===== src/rtl/clk_div_monitor.sv =====
// clk_div_monitor: checks two divided clocks generated in the clk domain.
// Both inputs are edge-detected and timed in clk cycles. Each measured period,
// high time and the relative phase of the two clocks is compared against the
// expected values. The block reports lock, a one-cycle error strike, sticky
// error causes and the last measured periods.
// Optional feature: define CLK_MON_DUTY_CHECK_EN to build the high-time
// counters and enable the duty check (err_flags[2]). Without it, err_flags[2]
// is tied to 0.
module clk_div_monitor #(
  parameter int EXP_PERIOD_A = 4,
  parameter int EXP_HIGH_A   = 2,
  parameter int EXP_PERIOD_B = 12,
  parameter int EXP_HIGH_B   = 6,
  parameter int LOCK_COUNT   = 4,
  parameter int CNT_W        = 8
) (
  input  logic             clk,
  input  logic             reset,
  input  logic             clk_a_in,
  input  logic             clk_b_in,
  input  logic             clear_err,
  output logic             a_rise,
  output logic             b_rise,
  output logic [CNT_W-1:0] period_a,
  output logic [CNT_W-1:0] period_b,
  output logic             lock,
  output logic             err,
  output logic [4:0]       err_flags
);

  localparam int GW = $clog2(LOCK_COUNT + 1);

  localparam logic [CNT_W-1:0] ONE       = CNT_W'(1);
  localparam logic [CNT_W-1:0] EXP_PA    = CNT_W'(EXP_PERIOD_A);
  localparam logic [CNT_W-1:0] EXP_PB    = CNT_W'(EXP_PERIOD_B);
  // Timeout is flagged on the edge where the counter would reach 2*period.
  localparam logic [CNT_W-1:0] TO_A      = CNT_W'(2 * EXP_PERIOD_A - 1);
  localparam logic [CNT_W-1:0] TO_B      = CNT_W'(2 * EXP_PERIOD_B - 1);
  localparam logic [CNT_W-1:0] PH_LAST   = CNT_W'(EXP_PERIOD_B / EXP_PERIOD_A - 1);
  localparam logic [GW-1:0]    GOOD_ONE  = GW'(1);
  localparam logic [GW-1:0]    GOOD_LAST = GW'(LOCK_COUNT - 1);
  localparam logic [GW-1:0]    GOOD_FULL = GW'(LOCK_COUNT);

  typedef enum logic [1:0] {ACQUIRE, TRACK, LOCKED} state_t;

  // Saturating increment shared by all counters.
  function automatic logic [CNT_W-1:0] sat_inc(input logic [CNT_W-1:0] v);
    return (&v) ? v : v + ONE;
  endfunction

  logic             s_a_p0, s_b_p0;
  logic             d_a_p1, d_b_p1;
  logic             rise_a, rise_b;
  logic [CNT_W-1:0] cnt_a, cnt_b;
  logic             armed_a, armed_b;
  logic [CNT_W-1:0] ph_cnt;
  logic             to_a, to_b, timeout;
  logic             per_err_a, per_err_b, duty_err, ph_err;
  logic [4:0]       causes;
  logic             any_err;
  logic             err_since;
  logic [GW-1:0]    good_cnt;
  state_t           state;

  // Stage p0: sample register, stage p1: delay register for edge detection
  always_ff @(posedge clk) begin
    if (reset) begin
      s_a_p0 <= 1'b0;
      s_b_p0 <= 1'b0;
      d_a_p1 <= 1'b0;
      d_b_p1 <= 1'b0;
    end else begin
      s_a_p0 <= clk_a_in;
      s_b_p0 <= clk_b_in;
      d_a_p1 <= s_a_p0;
      d_b_p1 <= s_b_p0;
    end
  end

  assign rise_a = s_a_p0 & ~d_a_p1;
  assign rise_b = s_b_p0 & ~d_b_p1;

  // A channel that is armed and stays quiet for 2*period has stalled.
  assign to_a    = armed_a & ~rise_a & (cnt_a == TO_A);
  assign to_b    = armed_b & ~rise_b & (cnt_b == TO_B);
  assign timeout = to_a | to_b;

  assign per_err_a = rise_a & armed_a & (cnt_a != EXP_PA);
  assign per_err_b = rise_b & armed_b & (cnt_b != EXP_PB);

  // B must rise together with A, and A may not complete a full B period alone.
  assign ph_err = armed_a & armed_b &
                  ((rise_b & ~rise_a) | (rise_a & ~rise_b & (ph_cnt == PH_LAST)));

`ifdef CLK_MON_DUTY_CHECK_EN
  localparam logic [CNT_W-1:0] EXP_HA = CNT_W'(EXP_HIGH_A);
  localparam logic [CNT_W-1:0] EXP_HB = CNT_W'(EXP_HIGH_B);

  logic             fall_a, fall_b;
  logic [CNT_W-1:0] hi_cnt_a, hi_cnt_b;
  logic [CNT_W-1:0] hi_a, hi_b;

  assign fall_a = ~s_a_p0 & d_a_p1;
  assign fall_b = ~s_b_p0 & d_b_p1;

  // High-time counters: count while high, capture and clear on the fall
  always_ff @(posedge clk) begin
    if (reset) begin
      hi_cnt_a <= '0;
      hi_cnt_b <= '0;
      hi_a     <= '0;
      hi_b     <= '0;
    end else begin
      if (s_a_p0) begin
        hi_cnt_a <= sat_inc(hi_cnt_a);
      end else if (fall_a) begin
        hi_a     <= hi_cnt_a;
        hi_cnt_a <= '0;
      end
      if (s_b_p0) begin
        hi_cnt_b <= sat_inc(hi_cnt_b);
      end else if (fall_b) begin
        hi_b     <= hi_cnt_b;
        hi_cnt_b <= '0;
      end
    end
  end

  assign duty_err = (rise_a & armed_a & (hi_a != EXP_HA)) |
                    (rise_b & armed_b & (hi_b != EXP_HB));
`else
  assign duty_err = 1'b0;
`endif

  assign causes  = {timeout, ph_err, duty_err, per_err_b, per_err_a};
  assign any_err = |causes;

  // Stage p2: period counters, captured periods, rise pulses and arming
  always_ff @(posedge clk) begin
    if (reset) begin
      cnt_a    <= '0;
      cnt_b    <= '0;
      period_a <= '0;
      period_b <= '0;
      a_rise   <= 1'b0;
      b_rise   <= 1'b0;
      armed_a  <= 1'b0;
      armed_b  <= 1'b0;
    end else begin
      a_rise <= rise_a;
      b_rise <= rise_b;
      if (rise_a) begin
        period_a <= cnt_a;
        cnt_a    <= ONE;
        armed_a  <= 1'b1;
      end else begin
        cnt_a <= sat_inc(cnt_a);
        if (to_a) armed_a <= 1'b0;
      end
      if (rise_b) begin
        period_b <= cnt_b;
        cnt_b    <= ONE;
        armed_b  <= 1'b1;
      end else begin
        cnt_b <= sat_inc(cnt_b);
        if (to_b) armed_b <= 1'b0;
      end
    end
  end

  // Counts A rises since the last B rise to catch a missing B edge
  always_ff @(posedge clk) begin
    if (reset) begin
      ph_cnt <= '0;
    end else if (rise_b) begin
      ph_cnt <= '0;
    end else if (rise_a) begin
      ph_cnt <= (ph_cnt == PH_LAST) ? '0 : ph_cnt + ONE;
    end
  end

  // Error strike and sticky causes; a new cause wins over clear_err
  always_ff @(posedge clk) begin
    if (reset) begin
      err       <= 1'b0;
      err_flags <= '0;
    end else begin
      err       <= any_err;
      err_flags <= (clear_err ? 5'b0 : err_flags) | causes;
    end
  end

  // Lock FSM: acquire arming, track good B periods, hold lock until a fault
  always_ff @(posedge clk) begin
    if (reset) begin
      state     <= ACQUIRE;
      good_cnt  <= '0;
      err_since <= 1'b0;
      lock      <= 1'b0;
    end else begin
      err_since <= rise_b ? 1'b0 : (err_since | any_err);
      case (state)
        ACQUIRE: begin
          lock     <= 1'b0;
          good_cnt <= '0;
          if (armed_a && armed_b && !timeout) state <= TRACK;
        end
        TRACK, LOCKED: begin
          if (timeout) begin
            state    <= ACQUIRE;
            good_cnt <= '0;
            lock     <= 1'b0;
          end else if (any_err) begin
            state    <= TRACK;
            good_cnt <= '0;
            lock     <= 1'b0;
          end else if (state == TRACK && rise_b && !err_since) begin
            if (good_cnt == GOOD_LAST) begin
              state    <= LOCKED;
              good_cnt <= GOOD_FULL;
              lock     <= 1'b1;
            end else begin
              good_cnt <= good_cnt + GOOD_ONE;
            end
          end
        end
        default: begin
          state    <= ACQUIRE;
          good_cnt <= '0;
          lock     <= 1'b0;
        end
      endcase
    end
  end

endmodule


===== config.mk =====
export PLATFORM = sky130hd
export DESIGN_NAME = clk_div_monitor
export DESIGN_NICKNAME = d
export VERILOG_FILES = /design/src/rtl/clk_div_monitor.sv
export SDC_FILE = /design/constraint.sdc
export NUM_CORES = 1
export LEC_CHECK = 0
export ABC_AREA = 1
export CAP_MARGIN = 40
export CORE_ASPECT_RATIO = 0.7
export CORE_MARGIN = 8
export CORE_UTILIZATION = 51
export CTS_BUF_LIST = sky130_fd_sc_hd__clkbuf_2 sky130_fd_sc_hd__clkbuf_4 sky130_fd_sc_hd__clkbuf_8
export DETAILED_ROUTE_END_ITERATION = 12
export GPL_TIMING_DRIVEN = 0
export HOLD_SLACK_MARGIN = 0.12
export PLACE_DENSITY = 0.74
export SYNTH_ARGS = -nofsm -noshare
export SYNTH_HDL_FRONTEND = slang
export SYNTH_SLANG_ARGS = --single-unit

===== constraint.sdc =====
create_clock -name clk -period 2.78 [get_ports clk]
set_input_delay 0.695 -clock clk [delete_from_list [all_inputs] [get_ports clk]]
set_output_delay 0.695 -clock clk [all_outputs]
set_load 0.05 [all_outputs]

### After elaboration in Yosys (flattened, before gate mapping)

Index checks and enable logic that the tools add are counted.

| storage, ports and cells | value |
|---|---|
| register bits | 61 |
| latch bits | 0 |
| RAM bits | 0 |
| bits in read-only memories | 0 |
| input port bits | 5 |
| output and inout bits | 25 |
| logic and storage cells | 97 |
| memories | 0 |

| cells by class | value |
|---|---|
| $add $sub $neg | 4 |
| multiply operators | 0 |
| div/mod/pow operators | 0 |
| $lt $le $gt $ge | 0 |
| equal/unequal tests | 13 |
| shift operators | 0 |
| muxes and demuxes | 17 |
| bitwise logic cells | 24 |
| reductions and logical operators | 18 |

Operator list:

| operator | number |
|---|---|
| $add A8 B1 Y8 const B | 3 |
| $reduce_and A8 Y1 | 2 |
| $and A1 B1 Y1 | 15 |
| $mux W2 | 5 |
| $eq A8 B2 Y1 const B | 1 |
| $eq A8 B3 Y1 const B | 1 |
| $eq A8 B5 Y1 const B | 1 |
| $mux W1 | 8 |
| $mux W8 | 1 |
| $ne A4 B4 Y1 const B | 2 |
| $ne A8 B3 Y1 const B | 1 |
| $ne A8 B4 Y1 const B | 1 |
| $ne A2 B2 Y1 const B | 3 |
| $reduce_or A2 Y1 | 3 |
| $reduce_or A6 Y1 | 1 |
| $mux W5 | 1 |
| $not A1 Y1 | 5 |
| $or A5 B5 Y5 | 1 |
| $logic_and A1 B1 Y1 | 4 |
| $pmux W2 S2 | 1 |
| $reduce_bool A2 Y1 | 2 |
| $reduce_or A4 Y1 | 1 |
| $add A3 B1 Y3 const B | 1 |
| $eq A3 B2 Y1 const B | 1 |
| other kinds (8) | 11 |

### Longest topological paths before layout

| depth | value |
|---|---|
| word-level depth | 11 |
| depth in mapped cells | 11 |
| depth with buffers taken out | 11 |

### Least setup slack after synthesis

No wires, ideal clock.

| timing | value |
|---|---|
| path type | reg2reg |
| start point | register cnt_b[0] |
| end point | register cnt_b[4] |
| arrival | 1.340 ns |
| required time | 2.658 ns |
| setup slack | 1.318 ns |
| stages on the path, launching flop included | 10 |
| path buffers | 0 |
| clock period less this slack | 1.462 ns |
| cells stage by stage | dfxtp_1 ha_1 nand2_1 nor3_2 nand2_1 nor2_2 inv_2 nand2_2 o21ai_0 nor3b_2 |

| on the way | value |
|---|---|
| word-level cells in the longest chain between the ends | 1 |
| elaborated cells on any way between the ends | 2 |

RTL lines:

| what | line | text |
|---|---|---|
| from (decl) | 54 | `logic [CNT_W-1:0] cnt_a, cnt_b;` |
| from (signal assigned) | 165 | `cnt_b <= sat_inc(cnt_b);` |
| $add A8 B1 Y8 or $reduce_and A8 Y1 (tied branches) | 48 | `return (&v) ? v : v + ONE;` |

Parallel ways exist; a longest one is shown, timed or not.
A chain may end at the register's enable or synchronous reset.

### Final worst setup path

| timing | value |
|---|---|
| start point | register err_flags[1] |
| end point | output err_flags[1] |

RTL lines:

| what | line | text |
|---|---|---|
| from (decl) | 28 | `output logic [4:0] err_flags` |
| from (signal assigned) | 189 | `err_flags <= (clear_err ? 5'b0 : err_flags) \| causes;` |

No word-level cell between the ends.

==> out/summary.txt <==
cts repair resizes - 0
die area - 7730 um2
H-tree levels - 3
Reg area - 1200 um2
Worst-Skew Late Latency - 0.34 ns
Routed WL - 5850 um
Fmax - 456 MHz
Leak Pwr - 1.20 nW
post-synthesis compound-gate area fraction - 13.7%
1st-iter DRT viols - 134
pre-CTS setup slack - 0.453 ns
Avg Synthesized Cell Area - 7.87 um2
routed vias - 2,230
Worst-path clk slew - 0.07 ns
CTS buffer count - 9
crit-path cells - clkdlybuf4s50_1
drc violations - 0
CP Class - reg -> out
Pwr Density - 630 nW/um2
simple-gate share of the synthesized area - 26.0%
layout cells sized above 1 - 13.8%
Post-DRT Antenna Nets - 0
minimum clock period - 2.19 ns
crit path to - err_flags[1]
initial antenna violation count - 0
FF+latch count, synth - 60
Final Total Pwr - 2.00 mW
Final Cycle Share - 78.8%
Setup Buffers After CTS - 0
largest net degree at the start of global routing - 11
CTS Sinks - 60
xor/xnor cell area share of the yosys netlist - 0.668%
Congestion Overflow GR - 0
GRT Total Usage - 16.7%
adder-cell share of the synthesized area - 5.25%
number of global-route vias before repair - 2,215
reg2reg path depth - 11
io pins - 30
setup slack, reg-to-reg - 0.98 ns
Avg WL per Cell - 13.1 um
CP max stage delay - 0.82 ns
worst-path maximum fanout - 2
crit path from - err_flags[1]
final setup margin - 0.589 ns
commonest non-fill, non-tap cell in the layout - dfxtp_1
core region area - 4860 um2
count of pins over their slew limit - 0
Post-Syn Nets - 349
post-detail-place hpwl - 4360 um
most frequent cells in the layout - dfxtp_1, nand2_1, inv_1
unique cell type count in the Yosys netlist - 33
Worst EP arrival - 1.50 ns
cells after synthesis - 333
ys flop type - dfxtp_1
WP buf/inv - 1
slew at the pin closest to its max-slew limit - 0.511 ns
startpoint types - flip-flop
CP endpoint kind - primary output
Synth Cell Area - 2620 um2
Async S/R FF share, synth - 0%
max-cap violation count - 0
Syn-to-layout area delta - 21.3%
Synth Warn # - 0
Via-to-Cell Ratio - 5.00
CP delay by family, top - buffers and inverters
Die H - 76.0 um
Stages on worst setup path - 1
CP required - 2.09 ns
number of synthesized flops with an enable pin - 0
routability cong. - 0.852
status - finished, final reports clean
Fillers - 424
first-pass GRT wire length - 10,300 um
# setup viols final - 0
Max Root-Sink Buffers - 2
Peak VDD IR - 0.362 mV
width of the die - 102 um
worst hold margin - 0.456 ns
RSZ-0062 raised after global routing - no
CTS Hold Bufs - 0
Slew HR - 65.8%
Starting Density - 53.9%
Final Util - 65.4%
cell row count - 21
DRT Pass-1 Iters - 4
I/O Buffers - 28
Inserted Diodes - 0
CTS root buffer - clkbuf_8
slowest CP cell - clkdlybuf4s50_1
Hold WC Path Type - reg -> reg
Critical R2R Capture - state[0]
main combinational cell family by area after synthesis - simple AND/OR/NAND/NOR gates
footprint of the multi-input gates - 1200 um2
post-synthesis sequential area ratio - 45.8%
Nets - 388
final hold vios - 0
CTS tree - done
clk_skew - 0.00598 ns
Fin Setup TNS - 0 ns
reg-to-reg startpoint - cnt_b[0]
post-synthesis mux area share - 0%
==> metal layers <==
layer	GRT usage (%)	wire length (um)
met1	22.6	3100
met2	23.5	2360
met3	6.84	330
met4	4.44	48
met5	0	0
==> cell type report <==
class | count | area share (%)
well taps | 69 | 2.72
clock buffers | 11 | 4.37
flip-flops and latches | 60 | 37.8
clock inverters | 5 | 1.65
plain buffers | 5 | 0.905
inverters | 51 | 6.02
multi-input cells | 217 | 37.7
repair buffers | 28 | 8.82
==> state kept, by name, indices dropped and copies added, names as in the netlist, 2 cells and up <==
| signal | flops |
|---|---|
| good_cnt | 3 |
| err_flags | 4 |
| cnt_b | 8 |
| state | 2 |
| period_a | 8 |
| ph_cnt | 8 |
| period_b | 8 |
| cnt_a | 8 |
==> through the flow <==
| step | area (um2) | cells |
|---|---|---|
| 4_1_cts | 3180 | 446 |
| 6_report | 3180 | 446 |
| 2_1_floorplan | 2620 | 333 |
| 3_5_place_dp | 2990 | 430 |
| 3_3_place_gp | 2990 | 430 |
| 5_1_grt | 3180 | 446 |
==> logic make-up after synthesis <==
kind of cell	after synthesis
and+or+nand+nor	138
DFF	60
other	1
xor gates and xnor gates	2
adders and majority gates	11
buffers and inverters	56
AOI/OAI and AO/OA	65
==> synth_stat cells, types with 4 or more instances <==
| library cell | n | share of area (%) |
|---|---|---|
| nand2_1 | 49 | 7.0 |
| o21ai_0 | 28 | 5.3 |
| inv_1 | 43 | 6.2 |
| nor3b_1 | 4 | 1.1 |
| ha_1 | 11 | 5.3 |
| nor3_1 | 4 | 0.76 |
| nand3_1 | 18 | 3.4 |
| inv_2 | 8 | 1.1 |
| nor2_1 | 39 | 5.6 |
| a21oi_1 | 21 | 4.0 |
| nor3_2 | 5 | 1.9 |
| dfxtp_1 | 60 | 46 |
| a211oi_1 | 5 | 1.4 |
| nand2_2 | 5 | 1.2 |
==> report_power, final <==
group	switching, mW	internal, mW	total [mW]
clock	0.333	0.429	0.762
combinational	0.201	0.116	0.317
sequential	0.0278	0.895	0.923
==> how the worst min path moves through the flow <==
stage                           start     endpoint  slack [ns]  cells after the start
final                          s_b_p0       d_b_p1        0.46                      2
after global routing             lock         lock        0.48                      2
after CTS                        lock         lock        0.46                      2
after detailed placement  period_b[4]  period_b[4]        0.44                      2
after global placement           lock         lock        0.44                      2
after floorplan                s_b_p0       d_b_p1        0.43                      2
Power figures use the tool's default switching activity.
